===== config.mk =====
export PLATFORM = sky130hd
export DESIGN_NAME = riscv_core_sys_sequencer
export DESIGN_NICKNAME = d
export VERILOG_FILES = /design/src/rtl/riscv_core_sys_sequencer.sv
export SDC_FILE = /design/constraint.sdc
export NUM_CORES = 1
export LEC_CHECK = 0
export ABC_CLOCK_PERIOD_IN_PS = 3100
export BUFFER_PORTS_ARGS = -buffer_cell sky130_fd_sc_hd__buf_4
export CELL_PAD_IN_SITES_DETAIL_PLACEMENT = 1
export CELL_PAD_IN_SITES_GLOBAL_PLACEMENT = 1
export CORE_AREA = 2 2 197 199
export CTS_BUF_LIST = sky130_fd_sc_hd__clkbuf_4
export CTS_CLUSTER_SIZE = 20
export DETAILED_ROUTE_END_ITERATION = 10
export DIE_AREA = 0 0 199 201
export GPL_TIMING_DRIVEN = 0
export PLACE_DENSITY_LB_ADDON = 0.1
export REMOVE_ABC_BUFFERS = 1
export SLEW_MARGIN = 20
export SYNTH_ARGS = -nofsm -noshare
export SYNTH_HDL_FRONTEND = slang
export SYNTH_SLANG_ARGS = --single-unit

===== constraint.sdc =====
create_clock -name i_clk -period 3.1 [get_ports i_clk]
set_clock_uncertainty 0.1 [all_clocks]
set_input_delay 0.155 -clock i_clk [delete_from_list [all_inputs] [get_ports i_clk]]
set_output_delay 0.155 -clock i_clk [all_outputs]
set_load 0.05 [all_outputs]

===== src/rtl/riscv_core_sys_sequencer.sv =====
`default_nettype none
// +----------------------------------------------------------------------------+
// | riscv_core_sys_sequencer: SYSTEM-instruction / trap sequencer for EX.      |
// | Optional WFI wait state: RISCV_CORE_WFI_EN.   Revision: 1.0                |
// +----------------------------------------------------------------------------+
module riscv_core_sys_sequencer #(
  parameter int XLEN    = 64,
  parameter int NUM_IRQ = 16
) (
  input  logic               i_clk,
  input  logic               i_rst,
  input  logic               i_sys_valid,
  input  logic [31:0]        i_sys_instr,
  input  logic [XLEN-1:0]    i_sys_pc,
  input  logic [XLEN-1:0]    i_sys_mtvec,
  input  logic [XLEN-1:0]    i_sys_mepc,
  input  logic               i_sys_mie,
  input  logic [NUM_IRQ-1:0] i_sys_irq,
  output logic               o_sys_stall,
  output logic               o_sys_csr_wen,
  output logic               o_sys_csr_ren,
  output logic               o_sys_trap_wen,
  output logic               o_sys_mret_wen,
  output logic [XLEN-1:0]    o_sys_mepc,
  output logic [XLEN-1:0]    o_sys_mcause,
  output logic [XLEN-1:0]    o_sys_mtval,
  output logic               o_sys_redirect,
  output logic [XLEN-1:0]    o_sys_redirect_pc
);

  localparam logic [6:0]  C_OPC_SYSTEM = 7'b1110011;
  localparam logic [31:0] C_ECALL      = 32'h0000_0073;
  localparam logic [31:0] C_EBREAK     = 32'h0010_0073;
  localparam logic [31:0] C_MRET       = 32'h3020_0073;
  localparam logic [31:0] C_WFI        = 32'h1050_0073;

`ifdef RISCV_CORE_WFI_EN
  typedef enum logic [1:0] {IDLE = 2'd0, TRAP = 2'd1, REDIR = 2'd2, WAIT = 2'd3} state_e;
`else
  typedef enum logic [1:0] {IDLE = 2'd0, TRAP = 2'd1, REDIR = 2'd2} state_e;
`endif

  state_e          state_q, state_d;
  logic [XLEN-1:0] mepc_q, mepc_d, mcause_q, mcause_d, mtval_q, mtval_d;
  logic [XLEN-1:0] redir_pc_q, redir_pc_d;
  logic            mret_q, mret_d;
`ifdef RISCV_CORE_WFI_EN
  logic [XLEN-1:0] wfi_pc_q, wfi_pc_d;
`endif

  logic [2:0]      funct3;
  logic            is_sys, is_ecall, is_ebreak, is_mret, is_wfi, is_illegal, is_csr;
  logic            accept, irq_any, irq_take, exc_acc, mret_acc, wfi_acc, csr_acc;
  logic [4:0]      irq_idx;
  logic [XLEN-1:0] irq_cause, mtvec_base, exc_cause;
  logic [1:0]      unused_mtvec;

  assign unused_mtvec = i_sys_mtvec[1:0];
  assign mtvec_base   = {i_sys_mtvec[XLEN-1:2], 2'b00};

  // Lowest-numbered pending line wins, so scan from the top down.
  always_comb begin
    irq_idx = '0;
    for (int i = NUM_IRQ - 1; i >= 0; i--) begin
      if (i_sys_irq[i]) irq_idx = 5'(i);
    end
  end

  assign irq_any   = |i_sys_irq;
  assign irq_cause = {1'b1, {(XLEN-6){1'b0}}, irq_idx};

  assign funct3     = i_sys_instr[14:12];
  assign is_sys     = (i_sys_instr[6:0] == C_OPC_SYSTEM);
  assign is_ecall   = (i_sys_instr == C_ECALL);
  assign is_ebreak  = (i_sys_instr == C_EBREAK);
  assign is_mret    = (i_sys_instr == C_MRET);
  assign is_wfi     = (i_sys_instr == C_WFI);
  assign is_illegal = is_sys && ((funct3 == 3'b100) ||
                      ((funct3 == 3'b000) && !(is_ecall || is_ebreak || is_mret || is_wfi)));
  assign is_csr     = is_sys && (funct3[1:0] != 2'b00);
  assign exc_cause  = is_ecall ? XLEN'(11) : (is_ebreak ? XLEN'(3) : XLEN'(2));

  assign accept   = i_sys_valid && (state_q == IDLE);
  assign irq_take = accept && i_sys_mie && irq_any;
  assign exc_acc  = accept && !irq_take && (is_ecall || is_ebreak || is_illegal);
  assign mret_acc = accept && !irq_take && is_mret;
  assign csr_acc  = accept && !irq_take && is_csr;
`ifdef RISCV_CORE_WFI_EN
  assign wfi_acc  = accept && !irq_take && is_wfi;
`else
  assign wfi_acc  = 1'b0;
`endif

  always_comb begin
    state_d    = state_q;
    mepc_d     = mepc_q;
    mcause_d   = mcause_q;
    mtval_d    = mtval_q;
    redir_pc_d = redir_pc_q;
    mret_d     = mret_q;
`ifdef RISCV_CORE_WFI_EN
    wfi_pc_d   = wfi_pc_q;
`endif
    case (state_q)
      IDLE: begin
        if (irq_take) begin
          state_d    = TRAP;
          mepc_d     = i_sys_pc;
          mcause_d   = irq_cause;
          mtval_d    = '0;
          redir_pc_d = mtvec_base;
          mret_d     = 1'b0;
        end else if (exc_acc) begin
          state_d    = TRAP;
          mepc_d     = i_sys_pc;
          mcause_d   = exc_cause;
          mtval_d    = is_illegal ? XLEN'(i_sys_instr) : '0;
          redir_pc_d = mtvec_base;
          mret_d     = 1'b0;
        end else if (mret_acc) begin
          state_d    = REDIR;
          redir_pc_d = i_sys_mepc;
          mret_d     = 1'b1;
        end
`ifdef RISCV_CORE_WFI_EN
        else if (wfi_acc) begin
          state_d  = WAIT;
          wfi_pc_d = i_sys_pc;
        end
`endif
      end
      TRAP:  state_d = REDIR;
      REDIR: begin
        state_d = IDLE;
        mret_d  = 1'b0;
      end
`ifdef RISCV_CORE_WFI_EN
      WAIT: begin
        if (irq_any && i_sys_mie) begin
          state_d    = TRAP;
          mepc_d     = wfi_pc_q + XLEN'(4);
          mcause_d   = irq_cause;
          mtval_d    = '0;
          redir_pc_d = mtvec_base;
          mret_d     = 1'b0;
        end else if (irq_any) begin
          state_d = IDLE;
        end
      end
`endif
      default: state_d = IDLE;
    endcase
  end

  always_ff @(posedge i_clk) begin
    if (i_rst) begin
      state_q    <= IDLE;
      mepc_q     <= '0;
      mcause_q   <= '0;
      mtval_q    <= '0;
      redir_pc_q <= '0;
      mret_q     <= 1'b0;
`ifdef RISCV_CORE_WFI_EN
      wfi_pc_q   <= '0;
`endif
    end else begin
      state_q    <= state_d;
      mepc_q     <= mepc_d;
      mcause_q   <= mcause_d;
      mtval_q    <= mtval_d;
      redir_pc_q <= redir_pc_d;
      mret_q     <= mret_d;
`ifdef RISCV_CORE_WFI_EN
      wfi_pc_q   <= wfi_pc_d;
`endif
    end
  end

  // REDIR is deliberately excluded so fetch restarts on the redirect cycle.
  assign o_sys_stall = !i_rst && (irq_take || exc_acc || mret_acc || wfi_acc ||
                                  ((state_q != IDLE) && (state_q != REDIR)));
  assign o_sys_csr_wen  = !i_rst && csr_acc &&
                          ((funct3[1:0] == 2'b01) || (i_sys_instr[19:15] != 5'd0));
  assign o_sys_csr_ren  = !i_rst && csr_acc &&
                          ((funct3[1:0] != 2'b01) || (i_sys_instr[11:7] != 5'd0));
  assign o_sys_trap_wen = !i_rst && (state_q == TRAP);
  assign o_sys_mret_wen = !i_rst && (state_q == REDIR) && mret_q;
  assign o_sys_redirect = !i_rst && (state_q == REDIR);

  assign o_sys_mepc        = mepc_q;
  assign o_sys_mcause      = mcause_q;
  assign o_sys_mtval       = mtval_q;
  assign o_sys_redirect_pc = redir_pc_q;

endmodule
`default_nettype wire


### Word-level counts from Yosys, hierarchy flattened

Index checks and enable logic that the tools add are counted.

| storage, ports and cells | value |
|---|---|
| flip-flop bits (word level) | 259 |
| input bits | 244 |
| output and inout port bits | 262 |

| operators by class | value |
|---|---|
| equality and inequality tests | 12 |
| multiplexer cells | 36 |
| reductions and logical operators | 44 |

Operators by type and width:

| kind | number |
|---|---|
| two-way mux 64 bit | 9 |
| two-way mux 5 bit | 14 |
| equality test 32 x 21 -> 1 bit (second input constant) | 1 |
| equality test 32 x 29 -> 1 bit (second input constant) | 1 |
| equality test 32 x 30 -> 1 bit (second input constant) | 1 |
| equality test 32 x 7 -> 1 bit (second input constant) | 1 |
| two-way mux 32 bit | 1 |
| logical AND 1 bit | 18 |
| OR reduction 16 bit | 1 |
| two-way mux 4 bit | 3 |
| logical OR 1 bit | 10 |
| nonzero test 5 bit | 2 |
| nonzero test 2 bit | 4 |
| equality test 7 bit (second input constant) | 1 |
| two-way mux 2 bit | 3 |
| AND reduction 2 bit | 3 |
| equality test 2 x 1 -> 1 bit (second input constant) | 2 |
| two-way mux 1 bit | 4 |
| != test 4 bit (second input constant) | 1 |
| one-hot mux 2 bit (2 select lines) | 1 |
| equality test 3 bit (second input constant) | 1 |
| logical NOT 1 bit | 3 |
| logical NOT 3 bit | 1 |
| nonzero test 3 bit | 1 |
| 5 further kinds | 5 |

### Depth between registers and ports, before layout

| logic depth | value |
|---|---|
| depth in word-level cells | 17 |
| mapped depth | 9 |
| depth with buffers taken out | 6 |

### Least setup slack after synthesis

No wires, ideal clock.

| timing | value |
|---|---|
| kind | input port to output port |
| from | input i_sys_irq[8] |
| to | output o_sys_csr_wen |
| arrival | 2.724 ns |
| required time | 2.845 ns |
| setup slack | 0.121 ns |
| stages | 4 |
| buffers on the path | 0 |
| cell sequence | nor4_1 a41oi_1 or4_1 a211oi_1 |

| between the ends | value |
|---|---|
| longest elaborated chain between the ends | 7 |

RTL lines:

| element | line | source |
|---|---|---|
| start, declared | 18 | `input logic [NUM_IRQ-1:0] i_sys_irq,` |
| OR reduction 16 bit | 69 | `assign irq_any = \|i_sys_irq;` |
| logical AND 1 bit | 84 | `assign irq_take = accept && i_sys_mie && irq_any;` |
| logical NOT 1 bit | 87 | `assign csr_acc = accept && !irq_take && is_csr;` |
| logical AND 1 bit (2 in series) | 87 |  |
| logical AND 1 bit (2 in series) | 182 | `assign o_sys_csr_wen = !i_rst && csr_acc &&` |
| end, declared | 20 | `output logic o_sys_csr_wen,` |

Every way passes these cells.

### Worst setup path after layout

| timing | value |
|---|---|
| from | input i_sys_instr[19] |
| to | register redir_pc_q[55], in the netlist o_sys_redirect_pc[55] |

| between the ends | value |
|---|---|
| longest elaborated chain between the ends | 12 |
| elaborated cells on any way between the ends | 18 |
| classes of those cells | 4 x eq/ne; 2 x mux; 12 x reduce/logical |

RTL lines:

| element | line | source |
|---|---|---|
| start, declared | 13 | `input logic [31:0] i_sys_instr,` |
| equality test 32 x 7 -> 1 bit or equality test 32 x 21 -> 1 bit (tied branches) | 74, 75 |  |
| logical OR 1 bit | 79, 85 |  |
| logical OR 1 bit (2 in series) | 79 | `((funct3 == 3'b000) && !(is_ecall \|\| is_ebreak \|\| is_mret \|\| is_wfi)));` |
| logical NOT 1 bit | 79 |  |
| logical AND 1 bit | 79 |  |
| logical OR 1 bit | 78 | `assign is_illegal = is_sys && ((funct3 == 3'b100) \|\|` |
| logical AND 1 bit | 78 |  |
| logical OR 1 bit | 85 | `assign exc_acc = accept && !irq_take && (is_ecall \|\| is_ebreak \|\| is_illegal);` |
| logical AND 1 bit | 85 |  |
| nonzero test 3 bit (no line) or two-way mux 64 bit (tied branches) | - |  |
| AND reduction 2 bit (no line) or two-way mux 64 bit (tied branches) | - |  |
| end signal, assigned | 171 | `redir_pc_q <= redir_pc_d;` |
| end, declared | 45 | `logic [XLEN-1:0] redir_pc_q, redir_pc_d;` |

Several ways; a longest one is shown, not always the timed one.
A chain may end at the register's enable or synchronous reset.

==> metrics.log <==
[metrics] cell-by-cell trace of the critical path: dlygate4sd3_1 > buf_4 > or4_1 > nor4_4 > nand3b_1 > nor4_4 > buf_4 > buf_6 > mux2i_1 > a211oi_2 > dlygate4sd3_1
[metrics] top library cells by usage in the layout, fill and taps aside: buf_4 (421), dlygate4sd3_1 (259), dfxtp_1 (168)
[metrics] routability congestion estimate from global placement: 0.7106
[metrics] Placement Cell Area: 10850 um2
[metrics] clock tree from TritonCTS: done
[metrics] aggregate global-route resource usage: 0.1562
[metrics] number of warning messages in the yosys log: 0
[metrics] critical path data required time: 3.51 ns
[metrics] initial cell density of the core: 0.1940
[metrics] post-synth top area share: 0.4549
[metrics] count of pins over their slew limit: 0
[metrics] run status: finished clean
[metrics] kind of capture point of the worst setup path: register
[metrics] combined area of the multi-input logic cells: 3388 um2
[metrics] post-synthesis sequential area ratio: 0.4549
[metrics] HPWL reported at the end of detailed placement: 23.09 mm
[metrics] maximum fanout count along the critical path: 9
[metrics] cell at the root of the clock tree: clkbuf_4
[metrics] vias in the first global route: 8554
[metrics] first-pass GRT wire length: 48.37 mm
[metrics] sum of overflow across all layers after global routing: 0
[metrics] IO Port Bufs: 412
[metrics] share of post-route cells with drive strength above 1: 0.3333
[metrics] summed instance area of the synthesized netlist: 7393 um2
[metrics] final clock period utilization by the worst path: 0.9828
[metrics] slew margin rel.: 0.3368
[metrics] register area: 3363 um2
[metrics] count of flip-flops with a built-in enable after synthesis: 0
[metrics] die area: 40000 um2
[metrics] Pwr Total: 5.280 mW
[metrics] routed vias: 8124
[metrics] Data arrival, critical path: 3.46 ns
[metrics] Filler cells: 4487
[metrics] Routed Wire Length: 32.03 mm
[metrics] I/O pin total: 506
[metrics] total number of H-tree levels: 4
[metrics] Setup crit start kind: primary input
[metrics] fmax: 328.2 MHz
[metrics] clock-pin slew of the registers on the worst-case setup and hold paths: 0.15 ns
[metrics] main area contributors after synthesis: dfxtp_1 (45%), buf_4 (9.6%), mux2i_1 (8.4%)
[metrics] Avg Inst Size Synth: 8.918 um2
[metrics] slew at the pin closest to its max-slew limit: 0.9947 ns
[metrics] pin count of the biggest net entering global routing: 103
[metrics] Setup-failing EPs final: 0
[metrics] synthesized netlist cell count: 829
[metrics] number of sinks on the clock net: 168
[metrics] layout net count: 1737
[metrics] RSZ-0062 raised after global routing: yes
[metrics] post-route design area: 13790 um2
[metrics] Async SR Flop Fraction: 0
[metrics] antenna-violating nets left: 0
[metrics] Setup WS pre-CTS: -0.7406 ns
[metrics] peak ir drop on the vdd network: 0.0002945 V
[metrics] Routed wire per std cell: 15.80 um
[metrics] total negative setup slack: 0 ns
[metrics] Avg Vias per Cell: 4.008
[metrics] leading cell type in the layout, fill and taps excluded: buf_4
[metrics] DRC viols: 0
[metrics] first-pass iteration count of the detailed router: 4
[metrics] post-route minimum period: 3.047 ns
[metrics] CTS buffer count: 17
[metrics] area delta synth->final: 86.55%
[metrics] biggest area consumer among synthesized cells: dfxtp_1
[metrics] buffers plus inverters on the worst setup path: 5
[metrics] antenna violations before repair: 3
[metrics] 1st-iter DRT viols: 241
[metrics] standard cell core area: 38110 um2
[metrics] Worst Hold Class: in2reg
[metrics] number of placement rows: 72
[metrics] smallest setup slack after layout: 0.05320 ns
[metrics] dominant delay contributor by cell family on the critical path: buffers and inverters
[metrics] critical path type: in2reg
[metrics] leakage power: 6.024 nW
[metrics] deepest clock path buffer count: 2
[metrics] max_cap viols: 0
[metrics] final hold violation count: 0
[metrics] number of library cell types mapped by synthesis: 46
[metrics] maximum cell stage delay along the critical path: 0.60 ns
[metrics] Worst-Skew Late Latency: 0.59 ns
[metrics] die extent in x: 199 um
[metrics] die boundary height: 201 um
[metrics] synthesis-stage register bit count: 168
[metrics] slack of the worst reg-to-reg path: 0.25 ns
[metrics] power density over the cells: 382.9 nW/um2
[metrics] most used flip-flop cell after synthesis: dfxtp_1
[metrics] standard cell with the maximum stage delay on the critical path: dlygate4sd3_1
-- flip-flops by register name, summed over array words and instances (netlist names) --
signal	cells
o_sys_mepc	64
o_sys_redirect_pc	64
o_sys_mtval	32
o_sys_mcause	5
state_q	2
mret_q	1
-- report_power, final --
part | internal [mW] | switching (mW)
clock | 0.475 | 0.859
sequential | 2.26 | 0.0546
combinational | 0.654 | 0.976
total | 3.39 | 1.89
-- repair_timing --
item,4_1_cts,5_1_grt
gates resized for setup,0,6
gates cloned,0,0
pin swaps,1,3
setup endpoints to repair,26,51
setup buffers,2,4
hold buffers,259,0
endpoints found under the hold margin,158,0
-- worst paths after layout --
check                         startpoint                            endpoint  cells past startpoint
max reg2reg      state_q[1]$_SDFFE_PP0P_  o_sys_redirect_pc[55]$_SDFFE_PP0P_                      8
min reg2reg  o_sys_mepc[49]$_SDFFE_PP0P_         o_sys_mepc[49]$_SDFFE_PP0P_                      2
max                      i_sys_instr[19]  o_sys_redirect_pc[55]$_SDFFE_PP0P_                     11
min                      i_sys_instr[12]         o_sys_mtval[1]$_SDFFE_PP0P_                      4
-- layer usage --
| layer | routed length [um] | global-route usage |
|---|---|---|
| met1 | 12670 | 0.1736 |
| met2 | 16230 | 0.2768 |
| met3 | 2899 | 0.06317 |
| met4 | 238 | 0.03518 |
| met5 | 0 | 0 |
-- cell usage after synthesis (3+ instances only) --
library cell,instances
nand2_1,140
o21ai_0,40
nor3b_1,3
nor4_1,5
buf_4,95
dfxtp_1,168
or4_1,4
a211oi_2,15
clkbuf_1,27
o21ai_1,5
inv_1,7
buf_2,18
and3_1,4
mux2i_1,62
nand3b_1,4
a21oi_1,120
a211oi_1,9
buf_6,6
nor4_2,3
nor2_1,39
a22o_1,22
-- kinds of logic (layout without fill, tap and decap cells) --
logic type      count (synthesis)  count (layout)  share of synthesized area
compound gates                225             225                     0.1911
buf+inv                       155             742                     0.1381
flops                         168             168                     0.4549
mux                            62              62                    0.08394
other cells                     1              94                  0.0005072
simple gates                  218             218                     0.1315
-- stage by stage --
step           hold slack [ns]    util  cells
2_1_floorplan           0.1196       -    771
3_3_place_gp            0.2751  0.2750   1701
3_5_place_dp            0.2792  0.2848   1727
4_1_cts                0.01559  0.3603   2020
5_1_grt                0.05186  0.3619   2027
6_report                0.1167  0.3619   2027
-- worst min-delay path, delay by kind of cell --
family | cells | cell delay, ns
simple gates | 2 | 0.42
compound gates | 1 | 0.10
buf+inv | 1 | 0.09
-- final cells by class --
cell class                      count  area share
Antenna cell                        3   0.0005443
Clock inverter                     14    0.009707
Timing Repair Buffer              703      0.4413
Clock buffer                       18    0.009798
Inverter                            7    0.002087
Multi-Input combinational cell    596      0.2457
Tap cell                          518     0.04699
Sequential cell                   168      0.2439
Power figures use the tool's default switching activity.
